===== config.mk =====
export PLATFORM = sky130hd
export DESIGN_NAME = mul_div_unit
export DESIGN_NICKNAME = d
export VERILOG_FILES = /design/src/rtl/muldiv_pkg.sv /design/src/rtl/muldiv_step.sv /design/src/rtl/mul_div_unit.sv
export SDC_FILE = /design/constraint.sdc
export NUM_CORES = 1
export LEC_CHECK = 0
export ABC_AREA = 0
export CAP_MARGIN = 20
export CORE_MARGIN = 5
export CORE_UTILIZATION = 65
export CTS_BUF_LIST = sky130_fd_sc_hd__clkbuf_8 sky130_fd_sc_hd__clkbuf_16
export CTS_CLUSTER_SIZE = 10
export DETAILED_ROUTE_END_ITERATION = 8
export DONT_BUFFER_PORTS = 1
export GPL_TIMING_DRIVEN = 0
export MAX_ROUTING_LAYER = met4
export PLACE_DENSITY = 0.78
export SYNTH_ARGS = -nofsm -noshare
export SYNTH_HDL_FRONTEND = slang
export SYNTH_HIERARCHICAL = 1
export SYNTH_SLANG_ARGS = --single-unit

===== constraint.sdc =====
create_clock -name clk -period 3.9 [get_ports clk]
set_input_delay 0.585 -clock clk [delete_from_list [all_inputs] [get_ports clk]]
set_output_delay 0.585 -clock clk [all_outputs]
set_load 0.03 [all_outputs]

===== src/rtl/muldiv_pkg.sv =====
// Shared types and helpers for the iterative multiply/divide unit.
package muldiv_pkg;

  typedef enum logic [1:0] {
    StIdle,
    StCalc,
    StFix,
    StDone
  } state_e;

  localparam logic OP_MUL = 1'b1;
  localparam logic OP_DIV = 1'b0;

  function automatic int unsigned cnt_width(int unsigned width);
    return (width < 2) ? 1 : $clog2(width);
  endfunction

endpackage


===== src/rtl/muldiv_step.sv =====
// One radix-2 iteration: shift-add multiply or restoring-divide step on a 2W+1 bit partial.
module muldiv_step
  import muldiv_pkg::*;
#(
  parameter int unsigned WIDTH = 64
) (
  input  logic [2*WIDTH:0] partial_i,
  input  logic [WIDTH-1:0] operand_i,
  input  logic             mul_i,
  output logic [2*WIDTH:0] partial_o,
  output logic             qbit_o
);

  logic [WIDTH:0]   hi;
  logic [WIDTH:0]   sum;
  logic [2*WIDTH:0] mul_tmp;
  logic [2*WIDTH:0] shifted;
  logic [WIDTH:0]   shl_rem;
  logic [WIDTH+1:0] trial;

  always_comb begin
    hi      = partial_i[2*WIDTH:WIDTH];
    sum     = hi + {1'b0, operand_i};
    mul_tmp = {(partial_i[0] ? sum : hi), partial_i[WIDTH-1:0]};

    // Partial remainder never exceeds W bits, so the dropped top bit is always zero.
    shifted = {partial_i[2*WIDTH-1:0], 1'b0};
    shl_rem = shifted[2*WIDTH:WIDTH];
    trial   = {1'b0, shl_rem} - {2'b00, operand_i};

    qbit_o    = 1'b0;
    partial_o = '0;
    if (mul_i == OP_MUL) begin
      partial_o = {1'b0, mul_tmp[2*WIDTH:1]};
    end else begin
      qbit_o    = ~trial[WIDTH+1];
      partial_o = {(qbit_o ? trial[WIDTH:0] : shl_rem), shifted[WIDTH-1:1], qbit_o};
    end
  end

endmodule


===== src/rtl/mul_div_unit.sv =====
// Iterative multiply/divide unit, fixed WIDTH+1 cycle latency.
// Signed operation is compiled in with `define MULDIV_SIGNED_EN.
module mul_div_unit
  import muldiv_pkg::*;
#(
  parameter int unsigned WIDTH = 64
) (
  input  logic               clk,
  input  logic               reset,
  input  logic [WIDTH-1:0]   a_in,
  input  logic [WIDTH-1:0]   b_in,
  input  logic               m_d,
  input  logic               sign_in,
  input  logic               start,
  output logic [2*WIDTH:0]   result,
  output logic               ready,
  output logic               busy,
  output logic               div_by_zero
);

  localparam int unsigned CntW = cnt_width(WIDTH);

  state_e            state_q;
  logic [CntW-1:0]   cnt_q;
  logic [2*WIDTH:0]  part_q;
  logic [2*WIDTH:0]  part_d;
  logic [WIDTH-1:0]  opnd_q;
  logic [WIDTH-1:0]  a_q;
  logic              mul_q;
  logic              b_zero_q;
  logic [2*WIDTH:0]  result_q;
  logic              ready_q;
  logic              busy_q;
  logic              dbz_q;

  logic [WIDTH-1:0]  mag_a;
  logic [WIDTH-1:0]  mag_b;
  logic              sgn_fix;
  logic              accept;
  logic [2*WIDTH:0]  fix_res;
  logic [2*WIDTH-1:0] prod;
  logic [WIDTH-1:0]  quo;
  logic [WIDTH-1:0]  rem;
  logic              unused_qbit;

  assign accept = start & ((state_q == StIdle) | (state_q == StDone));

`ifdef MULDIV_SIGNED_EN
  logic neg_a;
  logic neg_b;
  logic sgn_q;
  logic neg_a_q;
  logic neg_b_q;

  assign neg_a   = sign_in & a_in[WIDTH-1];
  assign neg_b   = sign_in & b_in[WIDTH-1];
  assign mag_a   = neg_a ? (~a_in + 1'b1) : a_in;
  assign mag_b   = neg_b ? (~b_in + 1'b1) : b_in;
  assign sgn_fix = sgn_q;

  always_ff @(posedge clk or negedge reset) begin
    if (!reset) begin
      sgn_q   <= 1'b0;
      neg_a_q <= 1'b0;
      neg_b_q <= 1'b0;
    end else if (accept) begin
      sgn_q   <= sign_in;
      neg_a_q <= neg_a;
      neg_b_q <= neg_b;
    end
  end
`else
  logic unused_sign;

  assign unused_sign = sign_in;
  assign mag_a       = a_in;
  assign mag_b       = b_in;
  assign sgn_fix     = 1'b0;
`endif

  muldiv_step #(
    .WIDTH(WIDTH)
  ) u_step (
    .partial_i(part_q),
    .operand_i(opnd_q),
    .mul_i    (mul_q),
    .partial_o(part_d),
    .qbit_o   (unused_qbit)
  );

  // Signed overflow (most-negative / -1) needs no special case: the magnitude path yields
  // quotient 2^(W-1) and remainder 0, and negating 2^(W-1) leaves the same bit pattern.
  always_comb begin
    prod = part_q[2*WIDTH-1:0];
    quo  = part_q[WIDTH-1:0];
    rem  = part_q[2*WIDTH-1:WIDTH];
`ifdef MULDIV_SIGNED_EN
    if (neg_a_q ^ neg_b_q) begin
      prod = ~prod + 1'b1;
      quo  = ~quo + 1'b1;
    end
    if (neg_a_q) begin
      rem = ~rem + 1'b1;
    end
`endif
    if (mul_q == OP_MUL) begin
      fix_res = {sgn_fix & prod[2*WIDTH-1], prod};
    end else if (b_zero_q) begin
      fix_res = {sgn_fix & a_q[WIDTH-1], a_q, {WIDTH{1'b1}}};
    end else begin
      fix_res = {sgn_fix & rem[WIDTH-1], rem, quo};
    end
  end

  always_ff @(posedge clk or negedge reset) begin
    if (!reset) begin
      state_q  <= StIdle;
      cnt_q    <= '0;
      part_q   <= '0;
      opnd_q   <= '0;
      a_q      <= '0;
      mul_q    <= OP_DIV;
      b_zero_q <= 1'b0;
      result_q <= '0;
      ready_q  <= 1'b0;
      busy_q   <= 1'b0;
      dbz_q    <= 1'b0;
    end else begin
      unique case (state_q)
        StIdle, StDone: begin
          if (start) begin
            part_q   <= {{(WIDTH+1){1'b0}}, ((m_d == OP_MUL) ? mag_b : mag_a)};
            opnd_q   <= (m_d == OP_MUL) ? mag_a : mag_b;
            a_q      <= a_in;
            mul_q    <= m_d;
            b_zero_q <= (b_in == '0);
            cnt_q    <= CntW'(WIDTH - 1);
            ready_q  <= 1'b0;
            busy_q   <= 1'b1;
            state_q  <= StCalc;
          end
        end
        StCalc: begin
          part_q <= part_d;
          if (cnt_q == '0) begin
            state_q <= StFix;
          end else begin
            cnt_q <= cnt_q - 1'b1;
          end
        end
        StFix: begin
          result_q <= fix_res;
          dbz_q    <= (mul_q == OP_DIV) & b_zero_q;
          ready_q  <= 1'b1;
          busy_q   <= 1'b0;
          state_q  <= StDone;
        end
        default: state_q <= StIdle;
      endcase
    end
  end

  assign result      = result_q;
  assign ready       = ready_q;
  assign busy        = busy_q;
  assign div_by_zero = dbz_q;

endmodule


==> impl_metrics.ini <==
[routing]
final_antenna_net_count = 0
post_drt_wl_per_cell_um = 26.8
routed_wl_mm = 109
via_per_inst = 7.03
drt_iter0_drc = 4513
vias = 28700
drc = 0
drt_pass1_iterations = 7

[setup_path]
cp.required_ns = 4.38
r2r-start = opnd_q[10]
max_stage_delay_ns = 0.44
critPathSlowestCell = a31oi_4
crit_arrival_ns = 4.40
cp_top_family = compound AO/OA/AOI/OAI gates
critPathLaunch = opnd_q[10]
crit_path_end = part_q[67]
crit_path_start_kind = register
cp_max_fo = 8
path_cells = inv_1 -> ha_1 -> buf_6 -> a21o_1 -> a32oi_4 -> nand3_2 -> a311oi_4 -> or4_4 -> a21oi_4 -> a31oi_4 -> clkbuf_16 -> buf_4 -> nor2_1 -> a211oi_1 -> a21oi_1 -> a22o_1
r2r_setup_slack_ns = -0.03
path_class = reg -> reg
r2r_end = part_q[67]
crit_cells = 16
rr_worst_depth = 16
worstSetupEndpointType = register
cp_num_buf_inv = 4

[run]
cap_viol_max_count = 0

[cts]
cts.clk_slew.worst_paths_ns = 0.06
cts_buffers = 47
cts_tree = yes
cts_htree_levels = 2
cts_max_path_buffers = 3
cts.sinks = 398
ctsRootBufferMaster = clkbuf_16
insertion_delay_ns = 0.62

[logic_synthesis]
synthArstFlopShare_pct = 100
synth-seq-area-share_pct = 36.0
synth_nets = 3707
avgSynthCellArea_sq_um = 8.05
ys_seq_elements = 398
postSynthCellCount = 3439
synth_top_cell_by_area = dfrtp_1
ys.flop_type = dfrtp_1
synth_top_area_share_pct = 36.0
ys_types = 86
netlist_top_cells_count = nand2_1 (621), dfrtp_1 (398), nor2_1 (383)
synth.area.top_cells = dfrtp_1 (36%), nand2_1 (8.4%), a21oi_1 (6.2%)
synth_edf_count = 0
yosysMostFrequentCell = nand2_1
synth_area_sq_um = 27700
ys_warn_count = 6

[final_layout]
final_cell_area_sq_um = 31000
area_growth_pct = 12.1
finalNetCount = 3798
fin_util_pct = 73.8
instances_no_fill = 4082
drive_gt1_share_pct = 11.4

[placed_design]
placed_area_sq_um = 28400
portBuffers = 0
place.gp.congestion = 1.03
dp.cells = 3978
hpwl_mm = 79.5

[power]
ir_worst_vdd_v = 0.000816
p_per_area_nw_per_um2 = 1110
p_leak_nw = 14.0

[sta]
final.setup.worst_slack_ns = -0.0269
holdWs_ns = -0.299
slew_viol_final = 0
min_period_ns = 3.93
slew_headroom_pct = 15.4
period_share_pct = 101
hold_violations = 398
tightest_slew_ns = 1.27
max_freq_mhz = 255
setup_violations = 5
fin_worst_skew_ns = 0.0387

[global_route]
grt.total_usage_pct = 45.2
grt_pass1_wl_mm = 161
antenna_found_initial = 3
grt_pass1_vias = 27200
grt_overflow = 0
grt_max_degree = 399

[floorplanning]
die_w_um = 216
core_area_sq_um = 42000
io_pins = 265
initial_core_util_pct = 65.9
rows = 75
dieArea_sq_um = 46800
fp.dieH_um = 216

[run_status]
violations = hold timing, setup timing
status = complete, but fails checks

[min_path]
min-delay-path-class = in -> async
state kept, by name (all words and copies together) (netlist names):
| name | cells |
|---|---|
| state_q | 2 |
| result | 128 |
| cnt_q | 6 |
| busy | 1 |
| mul_q | 1 |
| b_zero_q | 1 |
| ready | 1 |
| div_by_zero | 1 |
| opnd_q | 64 |
| a_q | 64 |
| part_q | 129 |
metrics by stage:
stage | TNS (ns) | total power (W) | worst slack [ns] | hold WS (ns)
finish | -0.0556 | 0.0345 | -0.0269 | -0.299
global route | -0.453 | 0.0361 | -0.113 | -0.307
CTS | -0.145 | 0.0322 | -0.0855 | -0.303
detailed placement | -28.81 | 0.0273 | -0.721 | 0.296
global placement | -28.24 | 0.0267 | -0.668 | 0.298
floorplan | 0 | 0.0219 | 0.316 | 0.289
worst register-to-register path, stage by stage (launching register included):
cell and delay [ns]:
dfrtp_2 0.43, inv_1 0.08, ha_1 0.30, buf_6 0.16, a21o_1 0.21, a32oi_4 0.36, nand3_2 0.20, a311oi_4 0.31
or4_4 0.24, a21oi_4 0.10, a31oi_4 0.45, clkbuf_16 0.25, buf_4 0.13, nor2_1 0.05, a211oi_1 0.26, a21oi_1 0.08
a22o_1 0.23
repair_timing:
item / CTS / global route
pin swaps: 16 / 27
gates cloned: 1 / 1
resized for setup: 86 / 149
setup endpoints to repair: 66 / 61
endpoints found under the hold margin: 398 / 398
buffers inserted: 16 / 34
power by group:
| part | internal (W) | switching [W] |
|---|---|---|
| clock | 0.00219 | 0.00179 |
| sequential | 0.00611 | 0.00416 |
| combinational | 0.00767 | 0.0126 |
per-layer routing:
layer / share of wire (%) / vias up / wire length (um) / GRT usage [%]
li1: - / 12300 / - / -
met1: 36 / 13400 / 39800 / 58.6
met5: 0 / - / 0 / -
met2: 42 / 2415 / 45700 / 64.5
met4: 6.9 / 0 / 7510 / 22.8
met3: 15 / 639 / 16200 / 13.9
cells in the final DEF (no fill, tap or decap), types with 25 or more instances in the layout:
cell and count:
clkbuf_1 135, o21ai_1 25, nand2_1 620, mux2_2 66, a21oi_1 332, clkbuf_16 49, dfrtp_2 52, buf_4 54
buf_2 43, a31oi_1 88, dfrtp_1 346, nor2_1 379, ha_4 25, xor2_1 36, a21o_1 64, o21bai_1 28
a22o_1 65, inv_1 111, ha_1 104, mux2i_1 160, nand4_1 44, o21ai_0 225, a211oi_1 43, xnor2_1 82
how the worst min path moves through the flow:
stage / endpoint / start / depth (start not counted)
2_1_floorplan: a_q[0] / reset / 0
3_3_place_gp: part_q[17] / reset / 0
3_5_place_dp: result[16] / reset / 0
4_1_cts: part_q[45] / reset / 0
5_1_grt: part_q[17] / reset / 0
6_report: result[15] / reset / 0
cell families after synthesis:
family	count (synthesis)	synth area share (%)
buffers and inverters	344	4.96
XOR/XNOR	119	3.76
multiplexers	227	8.51
AO/OA/AOI/OAI	1007	22.5
AND/OR/NAND/NOR	1208	18.2
adder cells (fa/ha/maj)	135	6.15
flip-flops	398	36.0
other	1	0.0135
layout make-up:
| type | count | area [sq um] |
|---|---|---|
| fill | 2981 | 11000 |
| buffer | 226 | 1040 |
| sequential | 398 | 10000 |
| clock inverter | 9 | 90.1 |
| multi-input combinational | 2698 | 17100 |
| antenna | 5 | 12.5 |
| timing repair buffer | 51 | 450 |
| tap | 539 | 674 |
| inverter | 108 | 405 |
| clock buffer | 48 | 1200 |
No activity file was read; power rests on OpenSTA's default activity.
